## config.mk

```make
export PLATFORM = sky130hd
export DESIGN_NAME = pcie_cfg_init_sequencer
export DESIGN_NICKNAME = d
export VERILOG_FILES = /design/src/rtl/pcie_rc_pkg.sv /design/src/rtl/pcie_cpl_timer.sv /design/src/rtl/pcie_cfg_init_sequencer.sv
export SDC_FILE = /design/constraint.sdc
export NUM_CORES = 1
export LEC_CHECK = 0
export BUFFER_PORTS_ARGS = -buffer_cell sky130_fd_sc_hd__buf_2
export CORE_MARGIN = 4
export CORE_UTILIZATION = 25
export CTS_BUF_LIST = sky130_fd_sc_hd__clkbuf_16
export DETAILED_ROUTE_END_ITERATION = 8
export GPL_TIMING_DRIVEN = 0
export PLACE_DENSITY = 0.54
export SLEW_MARGIN = 20
export SYNTH_ARGS = -nofsm -noshare
export SYNTH_HDL_FRONTEND = slang
export SYNTH_HIERARCHICAL = 1
export SYNTH_SLANG_ARGS = --single-unit
```

## constraint.sdc

```tcl
create_clock -name user_clk -period 3.6 [get_ports user_clk]
set_clock_uncertainty 0.05 [all_clocks]
set_input_delay 0.36 -clock user_clk [delete_from_list [all_inputs] [get_ports user_clk]]
set_output_delay 0.36 -clock user_clk [all_outputs]
set_load 0.02 [all_outputs]
```

## src/rtl/pcie_rc_pkg.sv

```systemverilog
`default_nettype none
// ============================================================================
// pcie_rc_pkg : shared encodings and constants for the RC bring-up sequencer
// Rev 1.0
// ============================================================================
package pcie_rc_pkg;

  typedef enum logic [2:0] {
    S_LCL_RD   = 3'd0,
    S_LCL_WR   = 3'd1,
    S_LINK     = 3'd2,
    S_RMT_REQ  = 3'd3,
    S_RMT_WAIT = 3'd4,
    S_DONE     = 3'd5,
    S_ERR      = 3'd6
  } seq_state_e;

  localparam logic [2:0]  CPL_STATUS_SC       = 3'd0;
  localparam logic [3:0]  DEFAULT_FIRST_DW_BE = 4'hf;
  localparam logic [11:0] DEV_CTRL            = 12'h078;
  localparam logic [11:0] LINK_CTRL           = 12'h080;

  // Set bits are applied after the clear, so they win on overlap.
  function automatic logic [31:0] rmw_merge(input logic [31:0] rd,
                                            input logic [31:0] clr,
                                            input logic [31:0] set);
    return (rd & ~clr) | set;
  endfunction

endpackage
`default_nettype wire

```

## src/rtl/pcie_cpl_timer.sv

```systemverilog
`default_nettype none
// ============================================================================
// pcie_cpl_timer : completion timeout counter, expires at TIMEOUT_CYC-1
// Rev 1.0
// ============================================================================
module pcie_cpl_timer #(
  parameter int TIMEOUT_CYC = 1024
) (
  input  logic clk_i,
  input  logic rst_i,
  input  logic clr_i,
  input  logic en_i,
  output logic expire_o
);

  localparam int CNT_W = (TIMEOUT_CYC > 2) ? $clog2(TIMEOUT_CYC) : 1;
  localparam logic [CNT_W-1:0] CNT_LAST = CNT_W'(TIMEOUT_CYC - 1);

  logic [CNT_W-1:0] cnt_q;

  always_ff @(posedge clk_i) begin
    if (rst_i || clr_i) begin
      cnt_q <= '0;
    end else if (en_i && !expire_o) begin
      cnt_q <= cnt_q + 1'b1;
    end
  end

  assign expire_o = en_i && (cnt_q == CNT_LAST);

endmodule
`default_nettype wire

```

## src/rtl/pcie_cfg_init_sequencer.sv

```systemverilog
`default_nettype none
// ============================================================================
// pcie_cfg_init_sequencer : local cfg RMW list, then remote Type0 probe reads
// Rev 1.0
// ============================================================================
module pcie_cfg_init_sequencer
  import pcie_rc_pkg::*;
#(
  parameter int         NUM_LCL     = 2,
  parameter int         NUM_RMT     = 4,
  parameter logic [7:0] TAG_BASE    = 8'h00,
  parameter int         TIMEOUT_CYC = 1024,
  parameter int         MAX_RETRY   = 2
) (
  input  logic                    user_clk,
  input  logic                    user_reset,
  input  logic                    user_lnk_up,
  input  logic                    restart,
  input  logic [NUM_LCL*10-1:0]   lcl_addr,
  input  logic [NUM_LCL*32-1:0]   lcl_clr,
  input  logic [NUM_LCL*32-1:0]   lcl_set,
  input  logic [NUM_LCL*4-1:0]    lcl_be,
  input  logic [NUM_RMT*12-1:0]   rmt_addr,
  output logic [9:0]              ctr2cfg_mgmt_addr,
  output logic [7:0]              ctr2cfg_mgmt_function_number,
  output logic                    ctr2cfg_mgmt_write,
  output logic [31:0]             ctr2cfg_mgmt_write_data,
  output logic [3:0]              ctr2cfg_mgmt_byte_enable,
  output logic                    ctr2cfg_mgmt_read,
  output logic                    ctr2cfg_mgmt_debug_access,
  input  logic [31:0]             cfg2ctr_mgmt_read_data,
  input  logic                    cfg2ctr_mgmt_write_done,
  input  logic                    cfg2ctr_mgmt_read_done,
  output logic                    ctr2tx_type0_cfg_read,
  output logic [7:0]              ctr2tx_type0_cfg_read_tag,
  output logic [11:0]             ctr2tx_type0_cfg_read_reg_addr,
  output logic [3:0]              ctr2tx_type0_cfg_read_first_dw_be,
  input  logic                    tx2ctr_type0_cfg_read_done,
  input  logic                    rx2ctr_cpl_valid,
  input  logic [7:0]              rx2ctr_cpl_tag,
  input  logic [2:0]              rx2ctr_cpl_status,
  input  logic [31:0]             rx2ctr_cpl_data,
  output logic                    res_valid,
  output logic [((NUM_RMT > 1) ? $clog2(NUM_RMT) : 1)-1:0] res_index,
  output logic [31:0]             res_data,
  output logic                    res_err,
  output logic                    busy,
  output logic                    done,
  output logic                    error
);

  localparam int LCL_W = (NUM_LCL > 1) ? $clog2(NUM_LCL) : 1;
  localparam int RMT_W = (NUM_RMT > 1) ? $clog2(NUM_RMT) : 1;
  localparam int RTY_W = (MAX_RETRY > 0) ? $clog2(MAX_RETRY + 1) : 1;
  localparam logic [LCL_W-1:0] LCL_LAST = LCL_W'(NUM_LCL - 1);
  localparam logic [RMT_W-1:0] RMT_LAST = RMT_W'(NUM_RMT - 1);
  localparam logic [RTY_W-1:0] RTY_MAX  = RTY_W'(MAX_RETRY);

  seq_state_e       state_q;
  logic [LCL_W-1:0] lcl_idx_q;
  logic [RMT_W-1:0] rmt_idx_q;
  logic [RTY_W-1:0] retry_q;
  logic [31:0]      rd_q;

  logic [9:0]       cfg_addr_q;
  logic             cfg_wr_q;
  logic [31:0]      cfg_wdata_q;
  logic [3:0]       cfg_be_q;
  logic             cfg_rd_q;
  logic             tx_rd_q;
  logic [7:0]       tx_tag_q;
  logic [11:0]      tx_addr_q;
  logic [3:0]       tx_be_q;
  logic             res_valid_q;
  logic [RMT_W-1:0] res_index_q;
  logic [31:0]      res_data_q;
  logic             res_err_q;
  logic             busy_q;
  logic             done_q;
  logic             error_q;

  logic [9:0]       lcl_addr_cur;
  logic [31:0]      lcl_clr_cur;
  logic [31:0]      lcl_set_cur;
  logic [3:0]       lcl_be_cur;
  logic [11:0]      rmt_addr_cur;
  logic [7:0]       cur_tag;
  logic             cpl_hit;
  logic             tmr_en;
  logic             tmr_expire;

  assign lcl_addr_cur = lcl_addr[10*int'(lcl_idx_q) +: 10];
  assign lcl_clr_cur  = lcl_clr[32*int'(lcl_idx_q) +: 32];
  assign lcl_set_cur  = lcl_set[32*int'(lcl_idx_q) +: 32];
  assign lcl_be_cur   = lcl_be[4*int'(lcl_idx_q) +: 4];
  assign rmt_addr_cur = rmt_addr[12*int'(rmt_idx_q) +: 12];
  assign cur_tag      = TAG_BASE + 8'(rmt_idx_q);
  assign cpl_hit      = rx2ctr_cpl_valid && (rx2ctr_cpl_tag == cur_tag);
  assign tmr_en       = (state_q == S_RMT_WAIT);

  // Held in clear outside the wait state, so it restarts from 0 on every issue.
  pcie_cpl_timer #(
    .TIMEOUT_CYC (TIMEOUT_CYC)
  ) u_cpl_timer (
    .clk_i    (user_clk),
    .rst_i    (user_reset),
    .clr_i    (!tmr_en),
    .en_i     (tmr_en),
    .expire_o (tmr_expire)
  );

  always_ff @(posedge user_clk) begin
    if (user_reset) begin
      state_q     <= S_LCL_RD;
      lcl_idx_q   <= '0;
      rmt_idx_q   <= '0;
      retry_q     <= '0;
      rd_q        <= '0;
      cfg_addr_q  <= '0;
      cfg_wr_q    <= 1'b0;
      cfg_wdata_q <= '0;
      cfg_be_q    <= '0;
      cfg_rd_q    <= 1'b0;
      tx_rd_q     <= 1'b0;
      tx_tag_q    <= '0;
      tx_addr_q   <= '0;
      tx_be_q     <= '0;
      res_valid_q <= 1'b0;
      res_index_q <= '0;
      res_data_q  <= '0;
      res_err_q   <= 1'b0;
      busy_q      <= 1'b0;
      done_q      <= 1'b0;
      error_q     <= 1'b0;
    end else begin
      res_valid_q <= 1'b0;
      case (state_q)
        // A request is raised only while low, which guarantees an idle cycle
        // between the done edge and the next request.
        S_LCL_RD: begin
          busy_q <= 1'b1;
          if (!cfg_rd_q) begin
            cfg_rd_q   <= 1'b1;
            cfg_addr_q <= lcl_addr_cur;
            cfg_be_q   <= lcl_be_cur;
          end else if (cfg2ctr_mgmt_read_done) begin
            cfg_rd_q <= 1'b0;
            rd_q     <= cfg2ctr_mgmt_read_data;
            state_q  <= S_LCL_WR;
          end
        end
        S_LCL_WR: begin
          if (!cfg_wr_q) begin
            cfg_wr_q    <= 1'b1;
            cfg_addr_q  <= lcl_addr_cur;
            cfg_be_q    <= lcl_be_cur;
            cfg_wdata_q <= rmw_merge(rd_q, lcl_clr_cur, lcl_set_cur);
          end else if (cfg2ctr_mgmt_write_done) begin
            cfg_wr_q <= 1'b0;
            if (lcl_idx_q == LCL_LAST) begin
              rmt_idx_q <= '0;
              state_q   <= S_LINK;
            end else begin
              lcl_idx_q <= lcl_idx_q + 1'b1;
              state_q   <= S_LCL_RD;
            end
          end
        end
        S_LINK: begin
          if (user_lnk_up) begin
            state_q <= S_RMT_REQ;
          end
        end
        S_RMT_REQ: begin
          if (!user_lnk_up) begin
            tx_rd_q <= 1'b0;
            tx_be_q <= '0;
            state_q <= S_LINK;
          end else if (!tx_rd_q) begin
            tx_rd_q   <= 1'b1;
            tx_tag_q  <= cur_tag;
            tx_addr_q <= rmt_addr_cur;
            tx_be_q   <= DEFAULT_FIRST_DW_BE;
          end else if (tx2ctr_type0_cfg_read_done) begin
            tx_rd_q <= 1'b0;
            tx_be_q <= '0;
            state_q <= S_RMT_WAIT;
          end
        end
        S_RMT_WAIT: begin
          if (!user_lnk_up) begin
            state_q <= S_LINK;
          end else if (cpl_hit) begin
            res_valid_q <= 1'b1;
            res_index_q <= rmt_idx_q;
            res_err_q   <= (rx2ctr_cpl_status != CPL_STATUS_SC);
            res_data_q  <= (rx2ctr_cpl_status == CPL_STATUS_SC) ? rx2ctr_cpl_data : 32'h0;
            retry_q     <= '0;
            if (rmt_idx_q == RMT_LAST) begin
              busy_q  <= 1'b0;
              done_q  <= 1'b1;
              state_q <= S_DONE;
            end else begin
              rmt_idx_q <= rmt_idx_q + 1'b1;
              state_q   <= S_RMT_REQ;
            end
          end else if (tmr_expire) begin
            if (retry_q == RTY_MAX) begin
              res_valid_q <= 1'b1;
              res_index_q <= rmt_idx_q;
              res_err_q   <= 1'b1;
              res_data_q  <= 32'h0;
              busy_q      <= 1'b0;
              error_q     <= 1'b1;
              state_q     <= S_ERR;
            end else begin
              retry_q <= retry_q + 1'b1;
              state_q <= S_RMT_REQ;
            end
          end
        end
        S_DONE, S_ERR: begin
          if (restart) begin
            done_q    <= 1'b0;
            error_q   <= 1'b0;
            busy_q    <= 1'b1;
            lcl_idx_q <= '0;
            rmt_idx_q <= '0;
            retry_q   <= '0;
            state_q   <= S_LCL_RD;
          end
        end
        default: begin
          state_q <= S_LCL_RD;
        end
      endcase
    end
  end

  assign ctr2cfg_mgmt_addr                 = cfg_addr_q;
  assign ctr2cfg_mgmt_function_number      = 8'h00;
  assign ctr2cfg_mgmt_write                = cfg_wr_q;
  assign ctr2cfg_mgmt_write_data           = cfg_wdata_q;
  assign ctr2cfg_mgmt_byte_enable          = cfg_be_q;
  assign ctr2cfg_mgmt_read                 = cfg_rd_q;
  assign ctr2cfg_mgmt_debug_access         = 1'b0;
  assign ctr2tx_type0_cfg_read             = tx_rd_q;
  assign ctr2tx_type0_cfg_read_tag         = tx_tag_q;
  assign ctr2tx_type0_cfg_read_reg_addr    = tx_addr_q;
  assign ctr2tx_type0_cfg_read_first_dw_be = tx_be_q;
  assign res_valid                         = res_valid_q;
  assign res_index                         = res_index_q;
  assign res_data                          = res_data_q;
  assign res_err                           = res_err_q;
  assign busy                              = busy_q;
  assign done                              = done_q;
  assign error                             = error_q;

endmodule
`default_nettype wire

```

Word level (Yosys, flattened, before mapping)
Cells that the tools add are included.
Widths: inputs -> output; s select.
{"block": "word_totals", "reg_bits": 156, "out_inout_bits": 121, "input_bits": 287, "wordCells": 182}
{"block": "classes", "n_addsub": 4, "shifts": 5, "mul": 2, "eq_ne": 34, "muxes": 77, "n_reduce_logical": 31, "bitwise": 7}
{"cell": "$mux 32", "count": 4}
{"cell": "$shiftx 64x7->32", "count": 2}
{"cell": "$shiftx 48x7->12", "count": 1}
{"cell": "$mux 3", "count": 14}
{"cell": "$and 32x32->32", "count": 1}
{"cell": "$not 32->32", "count": 1}
{"cell": "$or 32x32->32", "count": 1}
{"cell": "$mux 2", "count": 15}
{"cell": "$mux 1", "count": 28}
{"cell": "$ne 2x2->1 const B", "count": 13}
{"cell": "$mux 10", "count": 2}
{"cell": "$mux 4", "count": 5}
{"cell": "$pmux 10 s2", "count": 1}
{"cell": "$shiftx 20x6->10", "count": 1}
{"cell": "$pmux 3 s6", "count": 1}
{"cell": "$ne 3x3->1 const B", "count": 4}
{"cell": "$reduce_and 6->1", "count": 2}
{"cell": "$add 10x1->10 const B", "count": 1}
{"cell": "$eq 10x10->1 const B", "count": 1}
{"cell": "$reduce_and 5->1", "count": 2}
{"cell": "$reduce_bool 2->1", "count": 5}
{"cell": "$eq 3x3->1 const B", "count": 3}
{"cell": "$ne 3x2->1 const B", "count": 3}
{"cell": "$reduce_and 3->1", "count": 3}
{"cell": "other kinds (28)", "count": 46}

Longest topological paths before layout
Gate-level depths: netlist (run 1).
{"block": "logic_depth", "depth_word": 6, "mapped_depth": 10, "mapped_depth_nobuf": 8}

Cells and area by module
The synthesis (run 1) kept the hierarchy.
{"mod": "pcie_cfg_init_sequencer", "cells_per_inst": 771, "seq_area_each_um2": 2862.7, "area_each_um2": 6999.2, "n_inst": 1}
{"mod": "pcie_cpl_timer", "cells_per_inst": 57, "seq_area_each_um2": 200.2, "area_each_um2": 478.0, "n_inst": 1}

Worst setup path after synthesis (run 1)
OpenSTA, ideal clock, no wires.
{"block": "synth_path", "kind": "reg2reg", "startpoint": "register state_q[0]", "endpoint": "register res_data_q[13], in the netlist res_data[13]", "arrival_time_ns": 2.160, "path_slack_ns": 1.255, "setup_time_ns": 0.135, "path_stages_with_launch": 11, "n_path_buf": 2, "cell_sequence": "dfxtp_1 > buf_4 > nor3b_4 > and4_2 > nand3_1 > nor3_1 > and2_1 > o21ai_4 > buf_4 > a22oi_2 > nor2_2"}
{"block": "synth_between", "elab_chain_len": 4}
{"element": "from (decl)", "line_no": "pcie_cfg_init_sequencer.sv:59", "text": "seq_state_e state_q;"}
{"element": "from (signal assigned)", "line_no": "pcie_cfg_init_sequencer.sv:114", "text": "state_q <= S_LCL_RD;"}
{"element": "from (signal assigned)", "line_no": "pcie_cfg_init_sequencer.sv:149", "text": "state_q <= S_LCL_WR;"}
{"element": "from (signal assigned)", "line_no": "pcie_cfg_init_sequencer.sv:162", "text": "state_q <= S_LINK;"}
{"element": "$eq 3x3->1", "line_no": "pcie_cfg_init_sequencer.sv:99", "text": "assign tmr_en = (state_q == S_RMT_WAIT);"}
{"element": "net tmr_en", "line_no": "pcie_cfg_init_sequencer.sv:89", "text": "logic tmr_en;"}
{"element": "$logic_and 1x1->1", "line_no": "pcie_cpl_timer.sv:29", "text": "assign expire_o = en_i && (cnt_q == CNT_LAST);"}
{"element": "net tmr_expire", "line_no": "pcie_cfg_init_sequencer.sv:90", "text": "logic tmr_expire;"}
{"element": "$reduce_bool 2->1 (no source line)"}
{"element": "$reduce_and 4->1 (no source line)"}
{"element": "to (signal assigned)", "line_no": "pcie_cfg_init_sequencer.sv:197", "text": "res_data_q <= (rx2ctr_cpl_status == CPL_STATUS_SC) ? rx2ctr_cpl_data : 32'h0;"}
{"element": "to (decl)", "line_no": "pcie_cfg_init_sequencer.sv:76", "text": "logic [31:0] res_data_q;"}
The timed path passes the listed nets, and every way through them passes these cells.
A chain may end at the register's enable or synchronous reset.

Worst setup path in the final report (run 1)
{"block": "layout_path", "startpoint": "register state_q[1]", "endpoint": "register res_data_q[24], in the netlist res_data[24]"}
The elaborated chain is that of the path after synthesis.

==> metrics.txt, run 1 <==
wire per inst=17.61 um; Worst Path Required=3.83 ns; Finished Layout Cells=1,657; PD cells=443.0 nW/um2; outcome=finished clean; Die X=180.9 um; core footprint=29,560 um2; setup TNS=0 ns; Post-Syn Area=7477 um2; Final Max Slew Viols=0; layout net count=1,542; RSZ-0062 raised after global routing=no; hold_buf cts=0; routed wire length=29,170 um; WS Path Type=reg -> reg; routed wl met2=14,070 um; Arrival @ worst endpoint=3.17 ns; top sig layer=met5; Synth top area share=0.4096; routability cong.=0.8905; clk sinks=153; most common cell in the netlist=dfxtp_1; switching part of the total=0.3006; Most used DFF post-synth=dfxtp_1; P_int=0.003287 W; via count=7,473; I/O Pins=408; fmax=340.0 MHz; crit path from=state_q[1]; leak pwr=4.624 nW; hold crit path type=in -> reg; I/O Buffers=391; commonest cells in the netlist=dfxtp_1 (153), nand2_1 (127), a21oi_1 (81); crit share post-route=0.8171; share of power burned in registers=0.398; hold_sp=rx2ctr_cpl_data[15]; Clock Tree Buf Depth=2; Seq/Total Area, Yosys=0.4096; CTS tree=done; largest area contributor in the netlist=dfxtp_1; fin crit period=2.941 ns; library cells used by synthesis=63; Ys Warns=6; clock latency on the worst-skew pair=0.42 ns; DRC Markers=0; share of cells above drive strength 1=0.4356; drt initial violations=257; cells after synthesis=828; clock tree root buffer cell=clkbuf_16; final setup violation count=0; Area contributors post-synth=dfxtp_1 (41%), mux2i_1 (8.8%), nand2_1 (6.4%); GRT Util Overall=0.1689; Sw Pwr=0.001412 W; delay of the slowest critical-path stage=0.50 ns; first-pass GRT wire length=43,100 um; clock slew at reported path FFs=0.07 ns; Crit Path Max Fanout=11; DR vias/cell=4.510; synthesized area per cell=9.030 um2; cell area after layout=10,610 um2; die area=32,740 um2; largest net degree at the start of global routing=17; Pre-antenna DRT Iters=5; Slowest-stage cell, CP=nor3b_4; CTS H-Tree Depth=4; synthesis-stage register bit count=153; Resize count post-CTS=0; total power=0.004699 W; routed metal-1 wirelength=13,120 um; initial antenna violation count=2; VDD IR max=0.2855 mV; worst reg2reg startpoint=state_q[1]; total grt overflow=0; WL met3=1597 um; crit end category=register; chip height=180.9 um; Fill cells=3,132; placed insts=1,623; Hold Slack=0.1086 ns; std cell rows=63; Post-CTS Repair Setup Buffers=0; asr flop ratio synth=0; kind of start point of the critical path=register; Clk network pwr share=0.415; CTS buffer count=17; antenna-violating nets left=0; Final HPWL DP=23,290 um; Comb power frac=0.187; max_cap viols=0; Slew @ Worst Pin=1.077 ns; Post-synth EDFFs=0; slew margin rel.=0.2818; P&R area growth vs syn=41.87%; Fin. Hold Viols=0; number of global-route vias before repair=7,385; placed cell area=9975 um2; critical path, cell by cell=nor3b_4 -> and4_2 -> nand3_1 -> nor3_1 -> and2_1 -> o21ai_4 -> buf_4 -> a22oi_2 -> nor2_2; initial core utilization=0.2530
stage by stage:
step	utilization	setup slack [ns]
2_1_floorplan	-	1.255
3_3_place_gp	0.3374	0.7177
3_5_place_dp	0.3374	0.7045
4_1_cts	0.3587	0.6860
5_1_grt	0.3588	0.4581
6_report	0.3589	0.6586
layer usage:
metal | vias to the layer above | global-route usage
li1 | 3752 | -
met1 | 3477 | 0.2216
met2 | 220 | 0.2811
met3 | 22 | 0.04047
met4 | 2 | 0.04233
met5 | - | 0
sequential cells by signal, summed over array words and instances (netlist names), 2 cells and up:
| name | flops |
|---|---|
| ctr2cfg_mgmt_write_data | 32 |
| rd_q | 32 |
| res_data | 32 |
| ctr2tx_type0_cfg_read_reg_addr | 12 |
| ctr2cfg_mgmt_addr | 10 |
| u_cpl_timer/cnt_q | 10 |
| ctr2cfg_mgmt_byte_enable | 4 |
| state_q | 3 |
| ctr2tx_type0_cfg_read_tag | 2 |
| res_index | 2 |
| retry_q | 2 |
| rmt_idx_q | 2 |
cell families (layout without fill, tap and decap cells):
kind of cell	count (synthesis)	in the layout	synth area share
other	1	17	0.0005015
flip-flops	153	153	0.4096
adder cells (fa/ha/maj)	3	3	0.005021
buffers and inverters	107	530	0.07848
XOR/XNOR	4	4	0.004686
AO/OA/AOI/OAI	202	202	0.2031
multiplexers	79	79	0.1275
AND/OR/NAND/NOR	279	279	0.1710
area by class of cell:
class | count | area (um2) | share of cell area
inverters | 27 | 101.3 | 0.009554
clock buffers | 17 | 425.4 | 0.04010
plain buffers | 80 | 485.5 | 0.04577
well taps | 390 | 488.0 | 0.04600
flip-flops and latches | 153 | 3063 | 0.2887
diodes | 2 | 5.005 | 0.0004718
clock inverters | 15 | 202.7 | 0.01911
repair buffers | 391 | 1957 | 0.1845
multi-input cells | 582 | 3880 | 0.3658
worst paths after layout:
check	endpoint	slack, ns	cells after the start
setup / recovery	res_data[24]	0.66	9
hold / removal	res_data[15]	0.11	3
setup reg to reg	res_data[24]	0.66	9
hold reg to reg	ctr2tx_type0_cfg_read_reg_addr[7]	0.40	2
cell usage in the layout, fill, tap and decap left out, types with 27 or more instances in the layout:
| cell type | instances |
|---|---|
| buf_4 | 31 |
| dfxtp_1 | 153 |
| a21oi_1 | 81 |
| nand2_1 | 127 |
| nor2_1 | 75 |
| mux2i_1 | 66 |
| buf_2 | 407 |
| a22oi_2 | 29 |
| a211oi_1 | 37 |
| inv_1 | 27 |
critical path: cells and delay by family (launching register included):
family	cells	cell delay, ns
AO/OA/AOI/OAI	2	0.34
flip-flops	1	0.43
buffers and inverters	1	0.22
AND/OR/NAND/NOR	6	1.73
power groups by stage:
stage               clock network, W  registers, W  logic [W]
detailed placement                 0       0.00191   0.000887
CTS                          0.00201       0.00187   0.000888
global route                 0.00208       0.00189   0.000967
floorplan                          0       0.00200   0.000391
global placement                   0       0.00191   0.000881
finish                       0.00195       0.00187   0.000877
Power figures use the tool's default switching activity.
==> run 2, diff against run 1 <==
Clock period 3.6 ns to 2.9 ns, I/O delays scaled along.
==> metrics.txt, run 2 (synthesis gave the netlist of run 1 again) <==
P&R area growth vs syn=41.97%; Final Max Slew Viols=0; Pre-antenna DRT Iters=5; delay of the slowest critical-path stage=0.42 ns; total grt overflow=0; most frequent cells in the layout=buf_2 (407), dfxtp_1 (153), nand2_1 (127); commonest non-fill, non-tap cell in the layout=buf_2; Die X=180.9 um; hold_buf cts=0; first-pass GRT wire length=43,160 um; Arrival @ worst endpoint=2.92 ns; final setup violation count=0; leak pwr=4.629 nW; chip height=180.9 um; die area=32,740 um2; CTS buffer count=17; GRT Util Overall=0.1692; wire per inst=17.64 um; critical path, cell by cell=buf_4 -> nor3b_4 -> and4_2 -> nand3_1 -> nor3_1 -> and2_1 -> o21ai_4 -> buf_4 -> a22oi_2 -> nor2_2; fmax=371.8 MHz; crit share post-route=0.9275; r2r endpoint=res_data[24]; Clock Tree Buf Depth=2; layout net count=1,543; hold path depth=3; Post-CTS Repair Setup Buffers=1; worst r2r path cells=10; CTS H-Tree Depth=4; CTS tree=done; Fill cells=3,132; clock tree root buffer cell=clkbuf_16; P_int=0.004080 W; crit end category=register; drt initial violations=245; share of cells above drive strength 1=0.4360; routed wire length=29,250 um; Resize count post-CTS=0; Final HPWL DP=23,290 um; r2r setup slk=0.21 ns; WS Path Type=reg -> reg; share of power burned in registers=0.398; hold_sp=rx2ctr_cpl_data[15]; max_cap viols=0; outcome=finished clean; DRC Markers=0; clock slew at reported path FFs=0.07 ns; setup TNS=0 ns; initial antenna violation count=2; Worst Path Required=3.13 ns; Fin. Hold Viols=0; Sw Pwr=0.001753 W; placed insts=1,623; hold crit path type=in -> reg; kind of start point of the critical path=register; Comb power frac=0.187; via count=7,492; slew margin rel.=0.2810; DR vias/cell=4.519; worst reg2reg startpoint=state_q[0]; std cell rows=63; number of global-route vias before repair=7,392; most used cell, CP=buf_4; largest net degree at the start of global routing=17; switching part of the total=0.3006; total power=0.005833 W; clock latency on the worst-skew pair=0.42 ns; Hold Path End=res_data[15]; antenna-violating nets left=0; I/O Pins=408; Slew @ Worst Pin=1.079 ns; PD cells=549.5 nW/um2; Hold Slack=0.03870 ns; RSZ-0062 raised after global routing=no; I/O Buffers=391; Finished Layout Cells=1,658; Slowest-stage cell, CP=nor3_1; VDD IR max=0.3556 mV; routability cong.=0.8905; Crit Path Max Fanout=10; Clk network pwr share=0.415; initial core utilization=0.2530; clk sinks=153; fin crit period=2.690 ns; core footprint=29,560 um2
## run 2: routing by layer
metal / GRT usage / wire length, um / part of all wire / up-vias
li1: - / - / - / 3754
met1: 0.2221 / 13070 / 0.45 / 3477
met2: 0.2814 / 14130 / 0.48 / 236
met3: 0.04047 / 1667 / 0.057 / 23
met4: 0.04233 / 381 / 0.013 / 2
met5: 0 / 7 / 0.00024 / -
## run 2: worst max path at each step
stage / slack (ns) / from / cells after the start / to
floorplan: 0.55 / state_q[0] / 10 / res_data[13]
finish: 0.21 / state_q[0] / 10 / res_data[24]
detailed placement: 0.004 / state_q[1] / 9 / res_data[24]
global placement: 0.02 / state_q[1] / 9 / res_data[25]
global route: 0.03 / state_q[0] / 10 / res_data[16]
CTS: 0.23 / state_q[0] / 10 / res_data[24]
## run 2: area by class of cell
class	count	area (um2)	share of cell area
clock buffers	17	425.4	0.04008
clock inverters	15	202.7	0.01909
plain buffers	80	485.5	0.04573
repair buffers	392	1964	0.1851
multi-input cells	582	3880	0.3655
well taps	390	488.0	0.04597
inverters	27	101.3	0.009547
flip-flops and latches	153	3063	0.2885
diodes	2	5.005	0.0004715
## run 2: worst max-delay path: cells and delay by family, from the launching register on
kind | cells | cell delay, ns
buf+inv | 2 | 0.39
flops | 1 | 0.30
compound gates | 2 | 0.34
simple gates | 6 | 1.46
## run 2: through the flow
step,util,instance area (um2),setup WS [ns]
2_1_floorplan,-,7530,0.5549
3_3_place_gp,0.3374,9975,0.01773
3_5_place_dp,0.3374,9975,0.004461
4_1_cts,0.3589,10610,0.2312
5_1_grt,0.3590,10610,0.02525
6_report,0.3591,10620,0.2104
## run 2: power groups by stage
stage / Clock [W] / Combinational [W] / Sequential (W)
after floorplan: 0 / 0.000485 / 0.00249
after global placement: 0 / 0.00109 / 0.00237
after detailed placement: 0 / 0.00110 / 0.00237
after CTS: 0.00250 / 0.00110 / 0.00232
after global routing: 0.00258 / 0.00120 / 0.00234
final: 0.00242 / 0.00109 / 0.00232
==> run 3, diff against run 2 <==
Settings changed: CORE_ASPECT_RATIO set to 1.25.
==> metrics.txt, run 3 (synthesis gave the netlist of run 1 again) <==
outcome=finished clean; hold crit path type=in -> reg; RSZ-0062 raised after global routing=no; I/O Buffers=391; clk sinks=153; Hold Slack=0.04428 ns; chip height=201.4 um; r2r setup slk=0.29 ns; most frequent cells in the layout=buf_2 (407), dfxtp_1 (153), nand2_1 (127); final setup violation count=0; Pre-antenna DRT Iters=7; hold_buf cts=0; crit end category=register; DRC Markers=0; total grt overflow=0; commonest non-fill, non-tap cell in the layout=buf_2; initial antenna violation count=4; Slew @ Worst Pin=0.8947 ns; antenna-violating nets left=0; Crit Path Max Fanout=10; routability cong.=0.8741; GR Util met2=0.2914; fin crit period=2.609 ns; kind of start point of the critical path=register; I/O Pins=408; VDD IR max=0.2725 mV; clock slew at reported path FFs=0.06 ns; routed wire length=28,470 um; max_cap viols=0; number of global-route vias before repair=7,596; CTS tree=done; Fin. Hold Viols=0; grt met1 use=0.1953; core footprint=29,340 um2; drt initial violations=302; Final HPWL DP=22,970 um; clock tree root buffer cell=clkbuf_16; GR peak layer=met2; DR vias/cell=4.528; layout net count=1,545; std cell rows=70; Final Max Slew Viols=0; CTS buffer count=17; Die X=162.7 um; fmax=383.2 MHz; slew margin rel.=0.4035; Clock Tree Buf Depth=2; clock latency on the worst-skew pair=0.43 ns; Arrival @ worst endpoint=2.85 ns; share of cells above drive strength 1=0.4345; post-layout util=0.3622; leak pwr=4.637 nW; CTS H-Tree Depth=4; largest net degree at the start of global routing=17; GRT Util Overall=0.1655; wire per inst=17.08 um; total power=0.005764 W; GR Layer Usage met3=0.04138; die area=32,760 um2; initial core utilization=0.2548; via count=7,548; WS Path Type=reg -> reg; first-pass GRT wire length=42,190 um; PD cells=542.4 nW/um2; crit share post-route=0.8998; Worst Path Required=3.14 ns; setup TNS=0 ns; P&R area growth vs syn=42.14%
[run 3: repair_timing]
action / CTS / global route
gates resized for setup: 1 / 0
pin swaps: 1 / 1
setup endpoints to repair: 28 / 29
buffers inserted: 0 / 3
[run 3: layout make-up]
type	count	area, um2
Timing Repair Buffer	394	1979
Sequential cell	153	3063
Antenna cell	3	7.507
Tap cell	396	495.5
Clock buffer	17	425.4
Inverter	27	101.3
Multi-Input combinational cell	582	3885
Fill cell	3094	18710
Buffer	80	485.5
Clock inverter	15	185.2
[run 3: where the power goes]
group / leakage, nW / total [W] / internal (W) / switching (W)
clock network: 0.301 / 0.00236 / 0.00143 / 0.000928
registers: 1.24 / 0.00233 / 0.00224 / 0.0000828
logic: 3.09 / 0.00108 / 0.000442 / 0.000639
[run 3: metal layers]
metal  vias to the layer above  part of all wire
li1                       3757                 -
met1                      3476              0.41
met2                       275              0.50
met3                        38             0.067
met4                         2             0.021
met5                         -           0.00046
[run 3: path summary, 6_finish.rpt]
check	from	cells after the start	endpoint
worst max-delay path	state_q[1]	10	res_data[20]
worst min-delay path	rx2ctr_cpl_data[21]	3	res_data[21]
worst min register to register	ctr2tx_type0_cfg_read_reg_addr[2]	2	ctr2tx_type0_cfg_read_reg_addr[2]
worst max register to register	state_q[1]	10	res_data[20]
[run 3: through the flow]
step           cell area, um2  std cells  setup WS (ns)
6_report                10630       1667         0.2906
3_5_place_dp             9982       1629       -0.06756
4_1_cts                 10600       1661        0.07775
2_1_floorplan            7530        842         0.5549
3_3_place_gp             9982       1629       -0.03081
5_1_grt                 10630       1667         0.1134
[run 3: worst max-delay path, stage by stage (launching register included)]
cell     delay [ns]
dfxtp_1        0.43
nor3b_4        0.22
buf_4          0.18
and4_2         0.27
nand3_1        0.14
nor3_2         0.33
and2_1         0.24
o21ai_4        0.14
buf_4          0.22
a22oi_2        0.20
nor2_2         0.04
